[src/rtl/rom_loader_pkg.sv]
// ----------------------------------------------------------------------------
// Package : rom_loader_pkg
// Shared load/fetch control encoding for the ROM image path.
// Revision: 1.0
// ----------------------------------------------------------------------------
`default_nettype none

package rom_loader_pkg;

   // Control states shared with the sequential fetch side.
   typedef enum logic [1:0] {
      IDLE = 2'd0,
      LOAD = 2'd1,
      DONE = 2'd2
   } ld_state_e;

endpackage : rom_loader_pkg

`default_nettype wire

[src/rtl/rom_loader.sv]
// ----------------------------------------------------------------------------
// Module  : rom_loader
// Streams words from a valid/ready interface into an external synchronous
// memory at ascending addresses from 0, stopping on in_last or on the final
// address. Memory-side outputs are registered.
// Revision: 1.0
// ----------------------------------------------------------------------------
`default_nettype none

module rom_loader
   import rom_loader_pkg::*;
#(
   parameter int ADDR_WIDTH = 8,
   parameter int DATA_WIDTH = 32
) (
   input  logic                  clk,
   input  logic                  rst_n,
   input  logic                  start,
   input  logic                  in_valid,
   input  logic [DATA_WIDTH-1:0] in_data,
   input  logic                  in_last,
   output logic                  in_ready,
   output logic                  mem_we,
   output logic [ADDR_WIDTH-1:0] mem_addr,
   output logic [DATA_WIDTH-1:0] mem_wdata,
   output logic                  busy,
   output logic                  done,
   output logic [ADDR_WIDTH:0]   count
);

   localparam logic [ADDR_WIDTH-1:0] C_ADDR_MAX = '1;

   ld_state_e               state_q,     state_d;
   logic [ADDR_WIDTH-1:0]   addr_q,      addr_d;
   logic [ADDR_WIDTH:0]     count_q,     count_d;
   logic                    mem_we_q,    mem_we_d;
   logic [ADDR_WIDTH-1:0]   mem_addr_q,  mem_addr_d;
   logic [DATA_WIDTH-1:0]   mem_wdata_q, mem_wdata_d;

   // Next-state, address counter and write-stage decode.
   always_comb begin
      state_d     = state_q;
      addr_d      = addr_q;
      count_d     = count_q;
      mem_we_d    = 1'b0;
      mem_addr_d  = mem_addr_q;
      mem_wdata_d = mem_wdata_q;

      case (state_q)
         IDLE, DONE: begin
            // Input words are ignored here; only start has an effect.
            if (start) begin
               state_d = LOAD;
               addr_d  = '0;
               count_d = '0;
            end
         end
         LOAD: begin
            // in_ready is the LOAD decode, so in_valid alone means accept.
            if (in_valid) begin
               mem_we_d    = 1'b1;
               mem_addr_d  = addr_q;
               mem_wdata_d = in_data;
               count_d     = count_q + 1'b1;
               if (in_last || (addr_q == C_ADDR_MAX)) begin
                  // Hold addr at the top rather than wrapping to 0.
                  state_d = DONE;
               end else begin
                  addr_d = addr_q + 1'b1;
               end
            end
         end
         default: begin
            state_d = IDLE;
         end
      endcase
   end

   // State and output register stage with synchronous active-low reset.
   always_ff @(posedge clk) begin
      if (!rst_n) begin
         state_q     <= IDLE;
         addr_q      <= '0;
         count_q     <= '0;
         mem_we_q    <= 1'b0;
         mem_addr_q  <= '0;
         mem_wdata_q <= '0;
      end else begin
         state_q     <= state_d;
         addr_q      <= addr_d;
         count_q     <= count_d;
         mem_we_q    <= mem_we_d;
         mem_addr_q  <= mem_addr_d;
         mem_wdata_q <= mem_wdata_d;
      end
   end

   assign in_ready  = (state_q == LOAD);
   assign busy      = (state_q == LOAD);
   assign done      = (state_q == DONE);
   assign count     = count_q;
   assign mem_we    = mem_we_q;
   assign mem_addr  = mem_addr_q;
   assign mem_wdata = mem_wdata_q;

endmodule : rom_loader

`default_nettype wire

[config.mk]
export PLATFORM = sky130hd
export DESIGN_NAME = rom_loader
export DESIGN_NICKNAME = d
export VERILOG_FILES = /design/src/rtl/rom_loader_pkg.sv /design/src/rtl/rom_loader.sv
export SDC_FILE = /design/constraint.sdc
export NUM_CORES = 1
export LEC_CHECK = 0
export CELL_PAD_IN_SITES_DETAIL_PLACEMENT = 0
export CELL_PAD_IN_SITES_GLOBAL_PLACEMENT = 1
export CORE_UTILIZATION = 44
export CTS_CLUSTER_DIAMETER = 50
export CTS_CLUSTER_SIZE = 25
export DETAILED_ROUTE_END_ITERATION = 12
export DONT_BUFFER_PORTS = 1
export PLACE_DENSITY_LB_ADDON = 0.2
export REMOVE_ABC_BUFFERS = 1
export SETUP_SLACK_MARGIN = 0.05
export SYNTH_ARGS = -nofsm -noshare
export SYNTH_HDL_FRONTEND = slang
export SYNTH_SLANG_ARGS = --single-unit
[constraint.sdc]
create_clock -name clk -period 2.2 [get_ports clk]
set_clock_uncertainty 0.15 [all_clocks]
set_input_delay 0.44 -clock clk [delete_from_list [all_inputs] [get_ports clk]]
set_output_delay 0.44 -clock clk [all_outputs]
set_load 0.05 [all_outputs]
==> summary.md, run 1 <==
| Metric | Value |
|---|---|
| Status | finished clean |
| CTS sink cnt | 60 |
| Fin crit period | 1.85 ns |
| CTS Buffer Depth | 2 |
| Routed WL | 5220 um |
| Number of synthesized register bits | 60 |
| # IOs | 90 |
| Dpl hpwl | 3490 um |
| Pre-Repair DR Iteration Count | 4 |
| GP Congestion | 0.798 |
| Tot Pwr | 2.62 mW |
| Pleak | 0.962 nW |
| # hold bufs at CTS | 0 |
| Relative slew slack | 60.0% |
| Critical Path Fanout Max | 7 |
| Buffers added on ports | 0 |
| Die height | 75.8 um |
| R2R Path End | addr_q[4] |
| Critical Path Sink Type | primary output |
| Worst-Margin Slew | 0.600 ns |
| CP Data Arrival Time | 1.26 ns |
| WL/cell | 14.1 um |
| Setup violators final | 0 |
| Critical path's top delay family | flip-flops |
| Max incr delay on CP | 0.43 ns |
| Die X | 75.8 um |
| Finished Layout Cells | 370 |
| Area Growth Syn to Fin | 14.6% |
| Maximum vdd drop | 0.000440 V |
| Synthesis Warnings | 0 |
| Core ar. | 5170 um^2 |
| CP Launch Type | register |
| Reg-to-reg startpoint | addr_q[0] |
| Buffers & Inverters on Critical Path | 1 |
| Post-synth top flop | dfxtp_1 |
| CP Launch Point | state_q[0] |
| Setup_tns | 0 ns |
| FF-to-FF path depth | 5 |
| First-pass GRT wire length | 7530 um |
| Synth unique cells | 44 |
| CTS tree | yes |
| Hold Startpoint | in_data[21] |
| Post-synth EDFFs | 0 |
| Commonest non-fill, non-tap cells in the layout | nand2_1, dfxtp_1, a21oi_1 |
| Grt total ovfl | 0 |
| Register area share after synthesis | 50.2% |
| CTS buffer count | 9 |
| Hold path depth | 2 |
| # DRC | 0 |
| Final Hold Fails | 0 |
| Row cnt | 26 |
| Mean Syn Cell Area | 8.34 um^2 |
| Synthesized instance count | 287 |
| Vias in the first global route | 1682 |
| MaxCap Viol Count | 0 |
| Starting Density | 46.3% |
| Worst-Skew Late Latency | 0.33 ns |
| Drt via density | 5.28 |
| FFs w/ async S/R, synth | 0% |
| H-Tree Level Count | 3 |
| Crit-path cells | nor2b_2, buf_4 |
| Synth Cell Area | 2390 um^2 |
| Gr usage total | 18.1% |
| ANT nets after route | 0 |
| Drt initial violations | 93 |
| Worst hold path class | in2reg |
| Slew Limit Fails | 0 |
| WS Path Type | reg2out |
| Hold Path End | mem_wdata[21] |
| Die area | 5740 um^2 |
| Initial antenna violation count | 0 |
| WP data required | 1.61 ns |
| Most common cell after layout, fill and taps aside | nand2_1 |
| Final #Nets | 334 |
| Share of layout cells above drive strength 1 | 13.7% |
| Achievable clock frequency | 540 MHz |
| CTS root buffer | clkbuf_8 |
| Largest net degree at the start of global routing | 35 |
| Setup bufs post-CTS | 0 |
| Via count | 1955 |
| PD cells | 955 nW/um^2 |
| RSZ-0062 raised after global routing | false |
| Final Cycle Share | 84.2% |
| Clk slew on worst S/H paths | 0.07 ns |
| Layout filler cell count | 515 |
| Antenna Cells | 0 |
| Reg2Reg Setup Slack | 0.41 ns |
| Cts repair resizes | 0 |
| Slowest CP cell | dfxtp_1 |
| Post-Place Cells | 354 |
==> worst register-to-register path, cell delays in order (launching register included) <==
cell	delay [ns]
dfxtp_1	0.39
ha_1	0.26
nand3_2	0.12
o21ba_1	0.33
a21o_4	0.29
a31oi_1	0.16
==> routing by layer <==
layer	share of wire, %	GRT usage, %	vias up
met5	0	0	-
met4	1.9	10.5	0
met3	8.3	7.67	9
met2	45	27.3	66
met1	45	21.5	891
li1	-	-	989
==> registers in the layout (all words and copies together) (netlist names) <==
signal,count
mem_we,1
state_q,2
count,9
addr_q,8
mem_addr,8
mem_wdata,32
==> report_power, final <==
group | internal (mW) | total (mW) | leakage [nW] | switching, mW
Clock | 0.813 | 1.22 | 0.127 | 0.409
Combinational | 0.0476 | 0.164 | 0.349 | 0.116
Sequential | 1.12 | 1.24 | 0.486 | 0.118
Total | 1.98 | 2.62 | 0.962 | 0.643
==> layout make-up <==
class                      instances  area, um^2  area share, %
clock buffer                      12         155           5.65
clock inverter                     4        95.1           3.46
inverter                           6        22.5          0.820
multi-input combinational        204        1080           39.3
sequential                        60        1200           43.8
tap                               70        87.6           3.19
timing repair buffer              14         105           3.83
==> worst max path at each step <==
stage	end	slack, ns	depth (start not counted)
2_1_floorplan	busy	-0.19	1
6_report	busy	0.35	2
4_1_cts	busy	0.32	2
5_1_grt	in_ready	0.29	2
3_3_place_gp	addr_q[4]	0.44	5
3_5_place_dp	addr_q[4]	0.43	5
==> metrics by stage <==
step	worst slack [ns]	util, %	hold WS (ns)	instance area (um^2)
3_3_place_gp	0.436	48.2	0.353	2490
6_report	0.348	53.1	0.0837	2750
3_5_place_dp	0.433	48.2	0.337	2490
2_1_floorplan	-0.187	-	0.308	2300
5_1_grt	0.291	53.1	0.0691	2750
4_1_cts	0.319	53.1	0.0683	2750
==> cell usage after synthesis (all sizes together), types with 2 or more instances <==
| master | n | area share, % |
|---|---|---|
| o21a | 3 | 0.94 |
| xnor2 | 3 | 1.1 |
| nor4 | 2 | 0.52 |
| a21o | 2 | 0.94 |
| and3b | 2 | 0.78 |
| ha | 2 | 1.0 |
| buf | 13 | 3.3 |
| nand3b | 2 | 0.78 |
| clkbuf | 4 | 0.63 |
| nor2b | 2 | 0.52 |
| dfxtp | 60 | 50 |
| a31oi | 6 | 1.6 |
| nand4 | 3 | 0.78 |
| inv | 6 | 0.94 |
| nand2 | 89 | 14 |
| a211oi | 2 | 1.0 |
| nor3 | 2 | 0.42 |
| o21ai | 5 | 1.0 |
| a21oi | 46 | 9.6 |
| nand3 | 10 | 2.3 |
| nor2 | 8 | 1.3 |
| xor2 | 2 | 0.73 |
==> logic make-up (layout without fill, tap and decap cells) <==
kind of cell	after synthesis	after routing	share of synthesized area (%)
xor+xnor	5	5	1.83
compound gates	74	74	19.5
simple gates	123	123	22.6
flops	60	60	50.2
fa+ha+maj	2	2	1.04
buf+inv	23	36	4.91
No activity file was read; power rests on OpenSTA's default activity.
==> run 2: changes to the inputs <==
Settings changed: CORE_UTILIZATION 44 to 40.
Clock period 2.2 ns to 1.6 ns, I/O delays scaled along.
==> run 2 against run 1 <==
Power grew 36%. Global-route usage grew 2.5 points. Via count up 12%. Worst hold slack lost 0.057 ns. Sequential share of layout area down 7.9 points. Clock power is 24% higher. Routed wire length grew 17%.
==> summary.md, run 2 (synthesis results as in run 1) <==
| Metric | Value |
|---|---|
| Status | finished clean |
| WP data required | 1.13 ns (-0.48 ns) |
| Relative slew slack | 64.5% (+4.5 points) |
| ANT nets after route | 0 (unchanged) |
| Buffers added on ports | 0 (unchanged) |
| Drt via density | 5.09 (-3.7%) |
| CTS tree | yes |
| CP Data Arrival Time | 1.08 ns (-0.18 ns) |
| PD cells | 1060 nW/um^2 (+11%) |
| Gr usage total | 20.6% (+2.5 points) |
| MaxCap Viol Count | 0 (unchanged) |
| Tot Pwr | 3.57 mW (+36%) |
| Largest net degree at the start of global routing | 44 (+26%) |
| Antenna Cells | 0 (unchanged) |
| Worst hold path class | in2reg |
| Post-Place Cells | 377 (+6.5%) |
| Core ar. | 5640 um^2 (+9.1%) |
| Slew Limit Fails | 0 (unchanged) |
| Max incr delay on CP | 0.38 ns (-0.05 ns) |
| Drt initial violations | 111 (+19%) |
| Initial antenna violation count | 0 (unchanged) |
| Fin area | 3370 um^2 (+23%) |
| Row cnt | 27 (+3.8%) |
| Critical Path Sink Type | primary output |
| Maximum vdd drop | 0.000663 V (+51%) |
| # DRC | 0 (unchanged) |
| Routed WL | 6090 um (+17%) |
| Fin crit period | 1.55 ns |
| WL/cell | 14.1 um (-0.18%) |
| Crit-path cells | nor2b_4, buf_12 |
| Achievable clock frequency | 644 MHz |
| Area Growth Syn to Fin | 40.7% |
| Worst-Skew Late Latency | 0.34 ns (about the same) |
| CTS Buffer Depth | 2 (unchanged) |
| GP Congestion | 0.775 (-3.0%) |
| RSZ-0062 raised after global routing | true |
| # IOs | 90 (unchanged) |
| Starting Density | 42.4% (-3.9 points) |
| Dpl hpwl | 3740 um (+7.3%) |
| Pleak | 1.24 nW (+29%) |
| Via count | 2199 (+12%) |
| Clk slew on worst S/H paths | 0.07 ns (about the same) |
| CP Launch Type | register |
| Final Hold Fails | 0 (unchanged) |
| Commonest non-fill, non-tap cells in the layout | nand2_1, dfxtp_1, a21oi_1 |
| CTS root buffer | clkbuf_8 |
| Final worst slack | 0.0470 ns (-0.301 ns) |
| Die height | 79.4 um (+4.8%) |
| Setup_tns | 0 ns (unchanged) |
| Most common cell after layout, fill and taps aside | nand2_1 |
| H-Tree Level Count | 3 (unchanged) |
| Max reg flops | 32 (unchanged) |
| Placement Setup Slack | 0.0117 ns (-0.422 ns) |
| Grt total ovfl | 0 (unchanged) |
| Final Core Density | 59.7% (+6.7 points) |
| Worst-Margin Slew | 0.532 ns (-0.0673 ns) |
| Die X | 79.4 um (+4.8%) |
| Finished Layout Cells | 432 (+17%) |
| Pre-Repair DR Iteration Count | 4 (unchanged) |
| Buffers & Inverters on Critical Path | 1 (unchanged) |
| First-pass GRT wire length | 9830 um (+30%) |
| Slowest CP cell | dfxtp_4 |
| Final #Nets | 394 (+18%) |
| Setup violators final | 0 (unchanged) |
| Critical path's top delay family | flip-flops |
| Fin Hold WS | 0.0270 ns (-0.0567 ns) |
| CTS buffer count | 9 (unchanged) |
| Critical Path Fanout Max | 5 (-2) |
| CTS sink cnt | 60 (unchanged) |
| Post-DP Area | 2690 um^2 (+7.9%) |
| Die area | 6300 um^2 (+9.7%) |
| WS Path Type | reg2out |
| Share of layout cells above drive strength 1 | 21.4% (+7.7 points) |
| Vias in the first global route | 2114 (+26%) |
| Final Cycle Share | 97.1% |
## run 2: cell types whose count changed in the layout (fill, tap and decap cells not counted), sizes merged
cell         change
buf             +25
clkinvlp         +1
dlygate4sd3     +35
bufinv           -1
## run 2: layout make-up
| class | instances | area, um^2 |
|---|---|---|
| Timing Repair Buffer | 74 | 704 |
| Fill cell | 517 | 2270 |
| Inverter | 6 | 22.5 |
| Clock inverter | 4 | 72.6 |
| Sequential cell | 60 | 1210 |
| Multi-Input combinational cell | 204 | 1130 |
| Clock buffer | 12 | 145 |
| Tap cell | 72 | 90.1 |
## run 2: path summary, 6_finish.rpt
kind,start,slack [ns],cells after the start,to
max,state_q[0],0.05,2,in_ready
min,rst_n,0.03,2,addr_q[5]
max reg2reg,state_q[1],0.08,4,count[8]
min reg2reg,mem_addr[6],0.31,2,mem_addr[6]
## run 2: power by group
group	total, mW	internal (mW)	switching, mW
logic	0.364	0.169	0.195
registers	1.70	1.54	0.157
clock network	1.51	0.918	0.596
total	3.57	2.63	0.948
## run 2: worst reg2reg max path, stage by stage, from the launching register on
cell,delay (ns)
dfxtp_2,0.35
nand3b_2,0.33
a211oi_2,0.27
a31oi_1,0.11
a41o_1,0.20
## run 2: what timing repair did
| item | CTS | global route |
|---|---|---|
| hold endpoints to repair | 33 | 1 |
| buffers inserted | 1 | 3 |
| pin swaps | 0 | 3 |
| resized for setup | 7 | 12 |
| hold buffers | 34 | 1 |
| endpoints found under the setup margin | 10 | 20 |
## run 2: per-layer routing
metal	vias up	track usage, %	wire, um
met5	-	0	0
met4	0	8.36	117
met3	11	9.83	401
met2	68	33.4	3040
met1	1011	23.3	2520
li1	1109	-	-
==> run 3: changes to the inputs <==
Settings changed: SLEW_MARGIN set to 20.
==> results of run 3 <==
No change in the layout: final DEF, timing and power equal those of run 2.
